**src/rtl/div_req_sequencer.sv**
```systemverilog
// rtl/div_req_sequencer.sv - valid/ready request/response sequencer around a restoring divider
// Optional result counters (stat_ok/stat_err) when DIV_REQ_SEQ_STATS_EN is defined.
module div_req_sequencer #(
  parameter int WIDTH     = 10,
  parameter int BUSY_WAIT = 4
) (
  input  logic             clk,
  input  logic             rst_n,
  input  logic             in_valid,
  output logic             in_ready,
  input  logic [WIDTH-1:0] in_a,
  input  logic [WIDTH-1:0] in_b,
  output logic             div_start,
  output logic [WIDTH-1:0] div_a,
  output logic [WIDTH-1:0] div_b,
  input  logic             div_busy,
  input  logic             div_valid,
  input  logic [WIDTH-1:0] div_q,
  input  logic [WIDTH-1:0] div_r,
  output logic             out_valid,
  input  logic             out_ready,
  output logic [WIDTH-1:0] out_q,
  output logic [WIDTH-1:0] out_r,
  output logic [1:0]       out_err
`ifdef DIV_REQ_SEQ_STATS_EN
  ,
  output logic [15:0]      stat_ok,
  output logic [15:0]      stat_err
`endif
);

  localparam int CW = $clog2(BUSY_WAIT + 1);

  typedef enum logic [2:0] {
    S_IDLE, S_ISSUE, S_WAIT_BUSY, S_WAIT_DONE, S_OUTPUT
  } state_t;

  state_t           r_state, w_next;
  logic             r_up;
  logic [CW-1:0]    r_wait;
  logic [WIDTH-1:0] r_a, r_b, r_q, r_r;
  logic [1:0]       r_err;

  logic             w_ld_in, w_ld_res, w_clr_wait, w_inc_wait;
  logic [WIDTH-1:0] w_res_q, w_res_r;
  logic [1:0]       w_res_err;

  // r_up keeps in_ready low until the first clock after reset release
  assign in_ready  = r_up && (r_state == S_IDLE);
  assign div_start = (r_state == S_ISSUE);
  assign out_valid = (r_state == S_OUTPUT);
  assign div_a     = r_a;
  assign div_b     = r_b;
  assign out_q     = r_q;
  assign out_r     = r_r;
  assign out_err   = r_err;

  always_comb begin
    w_next     = r_state;
    w_ld_in    = 1'b0;
    w_ld_res   = 1'b0;
    w_clr_wait = 1'b0;
    w_inc_wait = 1'b0;
    w_res_q    = '0;
    w_res_r    = '0;
    w_res_err  = 2'b00;
    case (r_state)
      S_IDLE: begin
        if (r_up && in_valid) begin
          w_ld_in = 1'b1;
          if (in_b == '0) begin
            w_ld_res  = 1'b1;
            w_res_r   = in_a;
            w_res_err = 2'b01;
            w_next    = S_OUTPUT;
          end else begin
            w_next = S_ISSUE;
          end
        end
      end
      S_ISSUE: begin
        w_clr_wait = 1'b1;
        w_next     = S_WAIT_BUSY;
      end
      S_WAIT_BUSY: begin
        if (div_busy) begin
          w_next = S_WAIT_DONE;
        end else if (r_wait == CW'(BUSY_WAIT - 1)) begin
          w_ld_res  = 1'b1;
          w_res_err = 2'b11;
          w_next    = S_OUTPUT;
        end else begin
          w_inc_wait = 1'b1;
        end
      end
      S_WAIT_DONE: begin
        // a completing pulse wins over busy dropping in the same cycle
        if (div_valid) begin
          w_ld_res = 1'b1;
          w_res_q  = div_q;
          w_res_r  = div_r;
          w_next   = S_OUTPUT;
        end else if (!div_busy) begin
          w_ld_res  = 1'b1;
          w_res_err = 2'b10;
          w_next    = S_OUTPUT;
        end
      end
      S_OUTPUT: begin
        if (out_ready) w_next = S_IDLE;
      end
      default: w_next = S_IDLE;
    endcase
  end

  always_ff @(posedge clk or negedge rst_n) begin
    if (!rst_n) begin
      r_state <= S_IDLE;
      r_up    <= 1'b0;
      r_wait  <= '0;
      r_a     <= '0;
      r_b     <= '0;
      r_q     <= '0;
      r_r     <= '0;
      r_err   <= 2'b00;
    end else begin
      r_state <= w_next;
      r_up    <= 1'b1;
      if (w_clr_wait)      r_wait <= '0;
      else if (w_inc_wait) r_wait <= r_wait + 1'b1;
      if (w_ld_in) begin
        r_a <= in_a;
        r_b <= in_b;
      end
      if (w_ld_res) begin
        r_q   <= w_res_q;
        r_r   <= w_res_r;
        r_err <= w_res_err;
      end
    end
  end

`ifdef DIV_REQ_SEQ_STATS_EN
  logic [15:0] r_stat_ok, r_stat_err;
  logic        w_accept;

  assign w_accept = (r_state == S_OUTPUT) && out_ready;
  assign stat_ok  = r_stat_ok;
  assign stat_err = r_stat_err;

  always_ff @(posedge clk or negedge rst_n) begin
    if (!rst_n) begin
      r_stat_ok  <= '0;
      r_stat_err <= '0;
    end else if (w_accept) begin
      if (r_err == 2'b00) begin
        if (r_stat_ok != 16'hFFFF) r_stat_ok <= r_stat_ok + 16'd1;
      end else begin
        if (r_stat_err != 16'hFFFF) r_stat_err <= r_stat_err + 16'd1;
      end
    end
  end
`endif

endmodule

```
**config.mk**
```make
export PLATFORM = sky130hd
export DESIGN_NAME = div_req_sequencer
export DESIGN_NICKNAME = d
export VERILOG_FILES = /design/src/rtl/div_req_sequencer.sv
export SDC_FILE = /design/constraint.sdc
export NUM_CORES = 1
export LEC_CHECK = 0
export BUFFER_PORTS_ARGS = -buffer_cell sky130_fd_sc_hd__buf_2
export CAP_MARGIN = 25
export CORE_ASPECT_RATIO = 1.5
export CORE_UTILIZATION = 42
export DETAILED_ROUTE_END_ITERATION = 7
export PLACE_DENSITY = 0.77
export SYNTH_ARGS = -nofsm -noshare
export SYNTH_HDL_FRONTEND = slang
export SYNTH_SLANG_ARGS = --single-unit
export TNS_END_PERCENT = 30
```
**constraint.sdc**
```tcl
create_clock -name clk -period 1.76 [get_ports clk]
set_input_delay 0.352 -clock clk [delete_from_list [all_inputs] [get_ports clk]]
set_output_delay 0.352 -clock clk [all_outputs]
set_load 0.05 [all_outputs]
```
# After elaboration in Yosys (flattened, before gate mapping)
# Index checks and enable logic that the tools add are counted.
# classes
n_addsub	1
reduce_logical	6
eq_ne	9
mux	36
# op_table
op	n
two-way mux 10 bit	5
two-way mux 3 bit	9
one-hot mux 10 bit (2 select lines)	1
one-hot mux 3 bit (5 select lines)	1
two-way mux 1 bit	14
zero test 10 bit	1
== test 3 x 2 -> 1 bit (second input constant)	3
two-way mux 2 bit	4
!= test 3 bit (second input constant)	2
one-hot mux 2 bit (3 select lines)	1
!= test 2 x 1 -> 1 bit (second input constant)	2
AND reduction 4 bit	1
adder 3 x 1 -> 3 bit (second input constant)	1
== test 3 x 1 -> 1 bit (second input constant)	1
== test 3 bit (second input constant)	1
zero test 3 bit	1
one-hot mux 1 bit (3 select lines)	1
logical AND 1 bit	2
nonzero test 2 bit	1
# word_totals
output_inout_bits	45
ff_bits	49

# Longest topological paths before layout
# depth
depth_word	6
ltp_mapped	7
ltp_nobuf	6

# Least setup slack after synthesis
# Ideal clock, no wire load.
# synth_path
kind	flip-flop to flip-flop
start	register r_state[0]
end	register r_state[0]
n_path_buf	1
stages_incl_launch_ff	5
required_time_ns	1.620
slack_ns	-0.395
arrival_time_ns	2.016
setup_ns	0.140
cell_sequence	dfrtp_1 buf_4 nor3b_1 nor2b_1 a2111oi_0
# synth_between
elab_chain_cells	3
elab_cells_between_ends	11
classes_between	eq/ne: 8; mux: 1; reduce/logical: 2
# synth_lines
element	line_no	source
start, declared	38	state_t r_state, w_next;
start signal, assigned	127	r_state <= w_next;
== test 3 bit (*)	-	
via out_valid	20	output logic out_valid,
!= test 2 x 1 -> 1 bit (no line)	-	
AND reduction 4 bit (no line)	-	
# Mark *: on every way through the listed nets, which the timed path passes. The rest lies on a longest branch.
# A chain may end at the register's enable or synchronous reset.

# Worst setup path in the final report
# layout_path
start	register r_state[1]
end	output port div_start
# layout_between
elab_chain_cells	1
# layout_lines
element	line_no	source
== test 3 x 1 -> 1 bit	50	assign div_start = (r_state == S_ISSUE);
end, declared	13	output logic div_start,
# Every way passes these cells.

==> impl_results.md <==
- Status: complete, but fails checks
- Failing checks: negative setup slack
- Post-placement cell area: 2748 µm²
- Sequential-to-total area share from yosys stat: between 50% and 60%
- Worst Setup Start Kind: flip-flop
- Net count, final: 311
- Cell row count: 31
- Least-Margin Pin Slew: 501.7 ps
- CP max FO: 5
- Leak Pwr: 1.509 nW
- Max_cap viols: 0
- Ys Warns: 0
- DRC violations left: 0
- GPL Wtd Cong: 0.8089
- Power density over the cells: 2146 nW/µm²
- Final min period: 1795 ps
- Clk root buf: clkbuf_8
- CTS tree: built
- Max Fclk: 0.5572 GHz
- Final Slew Violations: 0
- CTS sink cnt: 49
- Crit path cell chain: buf_4, or3b_4, inv_2, buf_8
- Cell family with most CP delay: flip-flops
- CP bufs+invs: 3
- Critical path type: reg2out
- Grt ovf: 0
- Post-Route WL: between 4 and 5 mm
- DIE WIDTH: 59.54 µm
- Vias/cell: 5.070
- Layout fillers: 438
- PortBufs: 90
- IO Count: 91
- Initial core utilization: 43.37%
- Final Skew: 4.185 ps
- Most frequent cells in the layout: buf_2, dfrtp_1, mux2_2, buf_4, a22o_1
- Synth cell types: 36
- Flop-to-flop setup slack: 0 ps
- Req. time, crit path: about 1400 ps
- Clock H-tree levels: 2
- Number of enable flip-flop cells after synthesis: 0
- Final ANT Viol Nets: 0
- Post-Syn Area per Cell: 13.63 µm²
- Hold_ws: 14.65 ps
- First-pass GRT wire length: around 7.5 mm
- Num CTS Buffers: 5
- Power, Total: 6.275 mW
- Antenna Diode Count: 0
- Die Height: just under 90 µm
- Max stage delay on crit path: 390 ps
- Synth Instances: 153
- Synthesized cell area: between 2000 and 2500 µm²
- Slew HR: 66.55%
- Commonest non-fill, non-tap cell in the layout: buf_2
- Max IR drop VDD: 907.0 µV
- Post-synth top flop: dfrtp_1
- Clock Tree Buf Depth: 2
- Syn Nets: about 200
- Clock slew at reported path FFs: 80 ps
- Initial DRC Count: 39
- Total die area: between 5000 and 6000 µm²
- Final Cycle Share: 102.0%
- Design area: a little under 3000 µm²
- Layout cells sized above 1: 58.71%
- Synthesis-stage register bit count: 49
- Vias in the first global route: 1623
- WL per Instance: 14.52 µm
- Largest net degree at the start of global routing: 25
- Area Overhead vs Synth: 40.19%
- DRT Pass-1 Iters: 4
- Class of the worst hold path: in2async
- Worst setup EP type: primary output
- Clk_lat worst skew: 290 ps
- Antenna violations before repair: 0
- Critical Path AT: 1440 ps
- # setup viols final: 1
- Hold Vio Cnt, Final: 0
- Post-detail-place hpwl: 3.632 mm
- Hold_buf cts: 0
- Routed vias: between 1500 and 2000
- CP max stage cell: dfrtp_1
- RSZ-0062 raised after global routing: true
- Core area: between 4000 and 5000 µm²
- Setup ws final: -34.74 ps
- Setup TNS: -34.74 ps
- Overall routing resource usage: 19.09%
- Async SR Flop Fraction: 100.0%
-- metrics by stage --
| step | setup WS [ps] | instances | util, % |
|---|---|---|---|
| finish | -34.74 | 330 | 60.80 |
| global route | -82.48 | 330 | 60.80 |
| CTS | -64.49 | 330 | 59.91 |
| detailed placement | -287.1 | 321 | 57.13 |
| global placement | -237.1 | 321 | 57.13 |
| floorplan | -63.81 | 153 | - |
-- final timing paths --
kind / from / to / cells after the start
worst min register to register: div_b[2] / div_b[2] / 1
worst min-delay path: rst_n / out_err[1] / 1
worst max register to register: r_state[1] / out_r[6] / 5
min in group clk: div_q[4] / out_q[4] / 2
max in group asynchronous: rst_n / div_b[1] / 2
worst max-delay path: r_state[1] / div_start / 4
-- area by class of cell --
cell class / instances / area, µm² / area share [%]
multi-input cells: 93 / 873.3 / 29.87
repair buffers: 111 / 648.1 / 22.17
well taps: 66 / 82.58 / 2.824
clock buffers: 6 / 72.57 / 2.482
flip-flops and latches: 49 / 1226 / 41.93
inverters: 3 / 11.26 / 0.3851
clock inverters: 2 / 10.01 / 0.3423
-- layer usage --
metal,GRT usage (%),share of wire [%],up-vias
met5,0,0,-
met4,7.822,1.9,0
met3,2.339,4.9,7
met2,34.93,55,65
met1,22.07,38,819
li1,-,-,782
-- what timing repair did --
item / CTS / global route
setup endpoints to repair: 24 / 26
buffers inserted: 1 / 0
gates resized for setup: 12 / 9
pin swaps: 1 / 10
-- cell families after synthesis --
group | count (synthesis) | synth area share [%]
simple gates | 42 | 14.28
compound gates | 27 | 11.70
other cells | 1 | 0.1798
flops | 49 | 58.79
mux | 21 | 11.28
buf+inv | 11 | 2.579
fa+ha+maj | 2 | 1.200
-- registers in the layout (all words and copies together), names as in the netlist --
| name | cells |
|---|---|
| out_err | 2 |
| div_b | 10 |
| out_q | 10 |
| div_a | 10 |
| r_wait | 3 |
| r_up | 1 |
| r_state | 3 |
| out_r | 10 |
-- power by group --
group	internal, mW	total [mW]	switching, mW	leakage [nW]
clock network	0.276	0.622	0.346	0.0450
registers	1.66	1.94	0.280	0.612
logic	1.17	3.72	2.55	0.852
total	3.10	6.28	3.18	1.51
-- cell usage after synthesis, types with 2 or more instances --
cell,number,share of area [%]
and2_1,11,3.3
nor2b_1,2,0.60
buf_1,2,0.36
or4_4,2,1.1
clkbuf_1,3,0.54
nand2_1,4,0.72
mux2_2,18,9.7
nand2b_1,3,0.90
or4_1,2,0.72
nand3_1,6,1.4
dfrtp_1,49,59
nor2_1,2,0.36
ha_1,2,1.2
o21ai_1,2,0.48
mux2_1,2,1.1
inv_1,3,0.54
a221o_1,10,4.8
a22o_1,11,4.6
nor4_1,2,0.60
(Power assumes the default switching activity.)
